$ cat src/rtl/flash_requester.sv
// Initiator-side sequencer for the flash array's level-held request enables.
// One command in flight: accept, set up address, hold enable until completion, wait for flags to clear, respond.
module flash_requester #(
  parameter int MAX_PID     = 4,
  parameter int TIMEOUT_CYC = 64
) (
  input  logic       clk,
  input  logic       rst,
  input  logic       cmd_valid,
  output logic       cmd_ready,
  input  logic [1:0] cmd_op,
  input  logic [7:0] cmd_addr,
  input  logic [3:0] cmd_pid,
  input  logic [7:0] cmd_wdata,
  output logic       rsp_valid,
  input  logic       rsp_ready,
  output logic [7:0] rsp_rdata,
  output logic [1:0] rsp_status,
  output logic [7:0] mem_addr,
  output logic [3:0] mem_pid,
  output logic [7:0] mem_wdata,
  output logic       mem_read_enable,
  output logic       mem_write_enable,
  output logic       mem_erase,
  input  logic [7:0] mem_rdata,
  input  logic       mem_out_ready,
  input  logic       mem_rw_valid,
  input  logic       mem_erase_done,
  input  logic       mem_error,
  input  logic       mem_busy
);

  typedef enum logic [2:0] {S_IDLE, S_SETUP, S_ISSUE, S_RELEASE, S_RESP} state_t;

  localparam logic [1:0]  OP_RD  = 2'b00;
  localparam logic [1:0]  OP_WR  = 2'b01;
  localparam logic [1:0]  OP_ER  = 2'b10;
  localparam logic [1:0]  ST_OK  = 2'b00;
  localparam logic [1:0]  ST_ERR = 2'b01;
  localparam logic [1:0]  ST_TO  = 2'b10;
  localparam logic [1:0]  ST_ILL = 2'b11;
  localparam logic [3:0]  PID_MAX = 4'(MAX_PID);
  localparam logic [15:0] TO_LIM  = 16'(TIMEOUT_CYC);

  state_t      state;
  logic [15:0] cnt;
  logic [1:0]  op_q;

  logic        done_sel, flags_any, cnt_hit, illegal;
  logic [15:0] cnt_nxt;
  logic        unused_busy;

  // busy is informational only; sequencing relies on the completion flags
  assign unused_busy = mem_busy;

  always_comb begin
    done_sel = 1'b0;
    case (op_q)
      OP_RD:   done_sel = mem_out_ready;
      OP_WR:   done_sel = mem_rw_valid;
      OP_ER:   done_sel = mem_erase_done;
      default: done_sel = 1'b0;
    endcase
  end

  assign flags_any = mem_out_ready | mem_rw_valid | mem_erase_done | mem_error;
  assign cnt_nxt   = (cnt == 16'hFFFF) ? cnt : cnt + 16'd1;
  assign cnt_hit   = (cnt_nxt >= TO_LIM);
  assign illegal   = (cmd_op == 2'b11) || (cmd_pid > PID_MAX);

  always_ff @(posedge clk or posedge rst) begin
    if (rst) begin
      state            <= S_IDLE;
      cnt              <= '0;
      op_q             <= '0;
      cmd_ready        <= 1'b1;
      rsp_valid        <= 1'b0;
      rsp_rdata        <= '0;
      rsp_status       <= ST_OK;
      mem_addr         <= '0;
      mem_pid          <= '0;
      mem_wdata        <= '0;
      mem_read_enable  <= 1'b0;
      mem_write_enable <= 1'b0;
      mem_erase        <= 1'b0;
    end else begin
      case (state)
        S_IDLE: begin
          if (cmd_valid) begin
            cmd_ready <= 1'b0;
            if (illegal) begin
              rsp_valid  <= 1'b1;
              rsp_status <= ST_ILL;
              rsp_rdata  <= '0;
              state      <= S_RESP;
            end else begin
              op_q      <= cmd_op;
              mem_addr  <= cmd_addr;
              mem_pid   <= cmd_pid;
              mem_wdata <= (cmd_op == OP_WR) ? cmd_wdata : 8'h00;
              state     <= S_SETUP;
            end
          end
        end
        // address/pid/data already stable for a full cycle before the enable edge
        S_SETUP: begin
          mem_read_enable  <= (op_q == OP_RD);
          mem_write_enable <= (op_q == OP_WR);
          mem_erase        <= (op_q == OP_ER);
          cnt              <= '0;
          state            <= S_ISSUE;
        end
        S_ISSUE: begin
          if (mem_error || done_sel || cnt_hit) begin
            mem_read_enable  <= 1'b0;
            mem_write_enable <= 1'b0;
            mem_erase        <= 1'b0;
            cnt              <= '0;
            state            <= S_RELEASE;
            if (mem_error) begin
              rsp_status <= ST_ERR;
              rsp_rdata  <= '0;
            end else if (done_sel) begin
              rsp_status <= ST_OK;
              rsp_rdata  <= (op_q == OP_RD) ? mem_rdata : 8'h00;
            end else begin
              rsp_status <= ST_TO;
              rsp_rdata  <= '0;
            end
          end else begin
            cnt <= cnt_nxt;
          end
        end
        // array must drop every completion/error flag before the next command
        S_RELEASE: begin
          if (!flags_any) begin
            rsp_valid <= 1'b1;
            state     <= S_RESP;
          end else if (cnt_hit) begin
            rsp_status <= ST_TO;
            rsp_rdata  <= '0;
            rsp_valid  <= 1'b1;
            state      <= S_RESP;
          end else begin
            cnt <= cnt_nxt;
          end
        end
        S_RESP: begin
          if (rsp_ready) begin
            rsp_valid <= 1'b0;
            cmd_ready <= 1'b1;
            state     <= S_IDLE;
          end
        end
        default: state <= S_IDLE;
      endcase
    end
  end

endmodule

$ cat config.mk
export PLATFORM = sky130hd
export DESIGN_NAME = flash_requester
export DESIGN_NICKNAME = d
export VERILOG_FILES = /design/src/rtl/flash_requester.sv
export SDC_FILE = /design/constraint.sdc
export NUM_CORES = 1
export LEC_CHECK = 0
export CAP_MARGIN = 5
export CORE_MARGIN = 2
export CORE_UTILIZATION = 50
export DETAILED_ROUTE_END_ITERATION = 7
export PLACE_DENSITY = 0.89
export SLEW_MARGIN = 30
export SYNTH_ARGS = -nofsm -noshare
export SYNTH_HDL_FRONTEND = slang
export SYNTH_SLANG_ARGS = --single-unit
$ cat constraint.sdc
create_clock -name clk -period 6.5 [get_ports clk]
set_input_delay 0.975 -clock clk [delete_from_list [all_inputs] [get_ports clk]]
set_output_delay 0.975 -clock clk [all_outputs]
set_load 0.01 [all_outputs]
Yosys cells after proc, flatten, opt, wreduce, memory -nomap -nowiden

Cells that the tools add are included.

Add/subtract/negate cells: 1
Order comparisons: 2
Eq/ne operators: 17
Muxes and demuxes: 44
Bitwise logic cells: 4
Reduce and logical (&&, ||, !) cells: 17

Operators with widths:

| operator              | number |
|---|---|
| $mux 8                | 9 |
| $mux 16               | 4 |
| $pmux 16 s3           | 1 |
| $pmux 8 s3            | 1 |
| $mux 3                | 6 |
| $add 16x1->16 const B | 1 |
| $eq 16x16->1 const B  | 1 |
| $ge 16x7->1 const B   | 1 |
| $pmux 3 s5            | 1 |
| $mux 2                | 7 |
| $ne 2x2->1 const B    | 7 |
| $reduce_and 3->1      | 3 |
| $reduce_bool 3->1     | 3 |
| $mux 1                | 8 |
| $pmux 1 s2            | 4 |
| $eq 3x2->1 const B    | 2 |
| $pmux 1 s3            | 2 |
| $pmux 2 s3            | 1 |
| $reduce_and 6->1      | 1 |
| $reduce_and 5->1      | 1 |
| $eq 2x1->1 const B    | 2 |
| $eq 2x2->1 const B    | 2 |
| $gt 4x3->1 const B    | 1 |
| $reduce_and 4->1      | 1 |
| 10 further kinds      | 15 |

Bits in registers: 56
Bits of input ports: 39
Output and inout port bits: 35
Logic and storage cells: 98

Logic depth before layout (Yosys ltp)

Depth after elaboration: 6
Depth in mapped cells: 9
Gate-level depth less buffers: 9

Worst setup path before layout

Ideal clock, no wire load.

Kind: input to register
From: in mem_erase_done
To: reg rsp_status[0]
Setup time: 0.125 ns
Data arrival time: 2.224 ns
Required time: 6.375 ns
Setup slack: 4.151 ns
Cell stages on the path: 5
Buffers on the path: 1
Cell sequence: or4_1 -> a21oi_1 -> a211o_1 -> buf_2 -> mux2_4

Longest elaborated chain between the ends: 5
Elaborated cells on any way between the ends: 8
Classes of those cells: 2 x eq/ne; 1 x mux; 2 x bitwise; 3 x reduce/logical

RTL lines:

| element                               | RTL line | RTL |
|---|---|---|
| from (decl)                           | 28       | `input logic mem_erase_done,` |
| $pmux 1 s3                            | 58       | `case (op_q)` |
| $logic_or 1x1->1 (2 in series)        | 114      | `if (mem_error \|\| done_sel \|\| cnt_hit) begin` |
| $ne 2x2->1 (no source line)           | n/a      |  |
| $reduce_and 6->1 (no source line) (*) | n/a      |  |
| to (signal assigned)                  | 121      | `rsp_status <= ST_ERR;` |
| to (signal assigned)                  | 124      | `rsp_status <= ST_OK;` |
| to (signal assigned)                  | 127      | `rsp_status <= ST_TO;` |
| to (decl)                             | 18       | `output logic [1:0] rsp_status,` |

Mark *: on every way between the ends. The rest lies on a longest branch, timed or not.
A chain may end at the register's enable or synchronous reset.

Final worst setup path

From: in cmd_pid[1]
To: reg op_q[0]

Longest elaborated chain between the ends: 4

RTL lines:

| element                           | RTL line | RTL |
|---|---|---|
| from (decl)                       | 13       | `input logic [3:0] cmd_pid,` |
| $gt 4x3->1                        | 69       | `assign illegal = (cmd_op == 2'b11) \|\| (cmd_pid > PID_MAX);` |
| $logic_or 1x1->1                  | 69       |  |
| $not 1->1 (no source line)        | n/a      |  |
| $reduce_and 3->1 (no source line) | n/a      |  |
| to (signal assigned)              | 97       | `op_q <= cmd_op;` |
| to (decl)                         | 47       | `logic [1:0] op_q;` |

No other way between the ends.

==> flow_summary.toml <==
[power_and_ir_drop]
power_density_mw_per_mm2 = 341
post-layout-total-power_mw = 1.20
worst_ir_drop_vdd_v = 0.000207
leakagePower_nw = 1.52

[die]
start_util = 0.516
std_cell_rows = 26
die_x_um = 76.6
boundaryPins = 74
die_h_um = 76.6
floorplan.die_area_mm2 = 0.00586
fp.coreArea_mm2 = 0.00511

[critical_path]
crit_path_end = "op_q[0]$_DFFE_PP0P_"
r2r-end = "cnt[4]$_DFFE_PP0P_"
cp.arrival_ns = 3.01
critical_path.startpoint_type = "input port"
worst-r2r-setup-slack_ns = 3.79
cp_data_required_time_ns = 6.70
worst_path_max_delay_cell = "or3_2"
number_of_cells_on_the_critical_path = 5
worstSetupEndpointType = "flop"
cells_traversed_along_the_worst_timing_path = "clkdlybuf4s50_1 > o21ai_0 > nand2_1 > or3_2 > mux2_2"
crit_path_launch = "cmd_pid[1]"
critical_path.max_stage_delay_ns = 0.76
crit_path_kind = "in2reg"
cp_max_fo = 30
worstReg2RegStart = "cnt[0]$_DFFE_PP0P_"
timing.critical_path.buf_inv = 1
worst_r2r_path_depth = 9
cp_top_family = "simple AND/OR/NAND/NOR gates"

[finish]
number_of_diodes_added_for_antenna_fixing = 0
final_area_mm2 = 0.00351
area.growth.synth_to_final_pct = 33.4
final_net_count = 364
filler_cell_count = 382
mostFrequentLayoutCell = "clkdlybuf4s50_1"
mostFrequentLayoutCells = "72 x clkdlybuf4s50_1, 55 x dfrtp_1, 32 x nand2_1"
layout-drive-gt1-share = 0.120
post_layout_nonfiller_instances = 395

[global_route]
gr-usage-met1 = 0.271
grt_pass1_wl_um = 10200
globalRouteMet2Util = 0.359
globalRoute.busiestLayer = "met2"
global_route.overflow_total = 0
grt_start_max_net_pins = 57
first_global_vias = 2201
antenna_found_initial = 0
grt_use_total = 0.214
global_route.usage.met3 = 0.0344

[drt]
drt-wirelength-per-cell_um = 15.4
drt_first_pass_iters = 4
dr_total_vias = 2202
remaining_drc_errors = 0
routed_wl_um = 6080
antenna_violating_nets_left = 0
detailedRoute.firstIterationViolations = 246
vias_per_cell = 5.57

[clock_network]
clock_latency_ns = 0.31
clock_sinks = 56
post-cts-setup-buffers = 0
cts.root.buffer_cell = "clkbuf_8"
holdBufCountCts = 0
cts_htree_levels = 2
path_clk_slew_ns = 0.10
cts_tree = "built"
cts_resized = 0
numCtsBuffers = 5
cts.path.max_buffers = 2

[timing]
max_slew_margin = 0.538
min_period_over_period = 0.433
timing.final.crit_period_ns = 2.82
setup_violations = 0
achievable-frequency_mhz = 355
setup_total_negative_slack_ns = 0
final-hold-violation-count = 0
report.final.slew_viol_count = 0
worst_clock_skew_ns = 0.00630
grt_setup_unrepaired = "no"
finalWorstSetupSlack_ns = 3.68
least_margin_pin_slew_ns = 0.693

[logic_synthesis]
yosys.area.top_type = "dfrtp_1"
synth.distinct_cells = 48
avgSynthCellArea_um2 = 10.5
synth_simple_gate_area_frac = 0.202
ys_ff_latch = 56
synth-compound-area-share = 0.153
synth_adder_area_share = 0.00475
synthMuxAreaShare = 0.0770
netlist_area_mm2 = 0.00263
ys_async_sr_fraction = 1.00
syn_nets = 292
synth_seq_area_share = 0.533
synth_xor_area_frac = 0.00333
synth_edf_count = 0
synth_top_family_by_area = "simple AND/OR/NAND/NOR gates"
netlist.area_leader.share = 0.523
synth-main-ff-cell = "dfrtp_1"
synth_area_leaders = "dfrtp_1 52%, mux2_2 6.0%, nand2_1 4.6%"
syn-instance-count = 252
yosys_warnings = 0

[place]
place_ws_ns = 3.30
place_congestion = 0.815
place_area_mm2 = 0.00342
detailedPlacementHpwl_um = 4370
placement.io_buffers = 72
placedCellCount = 387

[status]
outcome = "complete, no violations"

[worst_hold_path]
hp-class = "reg2reg"

[flow_run]
cap_viol_max_count = 0
-- final cells by class --
type,count,area [µm²],share of cell area
Clock buffer,8,90.1,0.0256
Timing Repair Buffer,73,728,0.207
Multi-Input combinational cell,177,1160,0.331
Tap cell,70,87.6,0.0249
Inverter,11,41.3,0.0117
Sequential cell,56,1400,0.399
-- worst reg2reg max path, stage by stage, from the launching register on --
cell and delay, ns:
dfrtp_1 0.44, ha_1 0.24, nand3_1 0.22, nor4_1 0.28
o21ai_1 0.11, a211o_2 0.40, nor4_4 0.44, nor2_2 0.19
inv_2 0.17, a22oi_1 0.11
-- per-stage QoR --
| step | hold WS, ns | util |
|---|---|---|
| 2_1_floorplan | 0.478 | - |
| 3_3_place_gp | 0.463 | 0.669 |
| 3_5_place_dp | 0.470 | 0.669 |
| 4_1_cts | 0.492 | 0.687 |
| 5_1_grt | 0.511 | 0.688 |
| 6_report | 0.488 | 0.688 |
-- logic make-up (layout without fill, tap and decap cells) --
kind of cell / after synthesis / count (layout)
AOI/OAI and AO/OA: 61 / 61
xor gates and xnor gates: 1 / 1
adders and majority gates: 1 / 1
buffers and inverters: 19 / 92
DFF: 56 / 56
muxes: 18 / 18
and+or+nand+nor: 96 / 96
-- where the power goes --
part / total (mW) / internal, mW / leakage, nW / switching (mW)
registers: 0.515 / 0.443 / 0.734 / 0.0719
clock network: 0.195 / 0.0872 / 0.0455 / 0.108
logic: 0.489 / 0.263 / 0.745 / 0.225
total: 1.20 / 0.793 / 1.52 / 0.405
-- synth_stat cells (all sizes together) (5+ instances only) --
cell,instances
dfrtp,55
nand2,32
o21ai,27
mux2,15
nor2,14
and2,11
inv,11
a22o,10
a21oi,9
clkbuf,6
nand3,6
nor4,6
nand4,5
-- per-layer routing --
| metal | share of wire | up-vias |
|---|---|---|
| met5 | 0 | - |
| met1 | 0.42 | 1074 |
| li1 | - | 1044 |
| met3 | 0.040 | 14 |
| met2 | 0.51 | 70 |
| met4 | 0.025 | 0 |
-- how the worst min path moves through the flow --
stage	startpoint	cells after the start	slack (ns)	end
2_1_floorplan	cnt[15]$_DFFE_PP0P_	1	0.48	cnt[15]$_DFFE_PP0P_
3_3_place_gp	mem_wdata[3]$_DFFE_PP0P_	2	0.46	mem_wdata[3]$_DFFE_PP0P_
3_5_place_dp	mem_wdata[6]$_DFFE_PP0P_	2	0.47	mem_wdata[6]$_DFFE_PP0P_
4_1_cts	mem_wdata[6]$_DFFE_PP0P_	2	0.49	mem_wdata[6]$_DFFE_PP0P_
5_1_grt	mem_wdata[6]$_DFFE_PP0P_	2	0.51	mem_wdata[6]$_DFFE_PP0P_
6_report	mem_wdata[6]$_DFFE_PP0P_	2	0.49	mem_wdata[6]$_DFFE_PP0P_
-- state kept, by name (all words and copies together), names as in the netlist --
name and count:
rsp_rdata 8, mem_read_enable 1, state 3, rsp_status 2
mem_write_enable 1, mem_pid 4, cmd_ready 1, op_q 2
mem_addr 8, cnt 16, mem_erase 1, rsp_valid 1
mem_wdata 8
(Power assumes the default switching activity.)
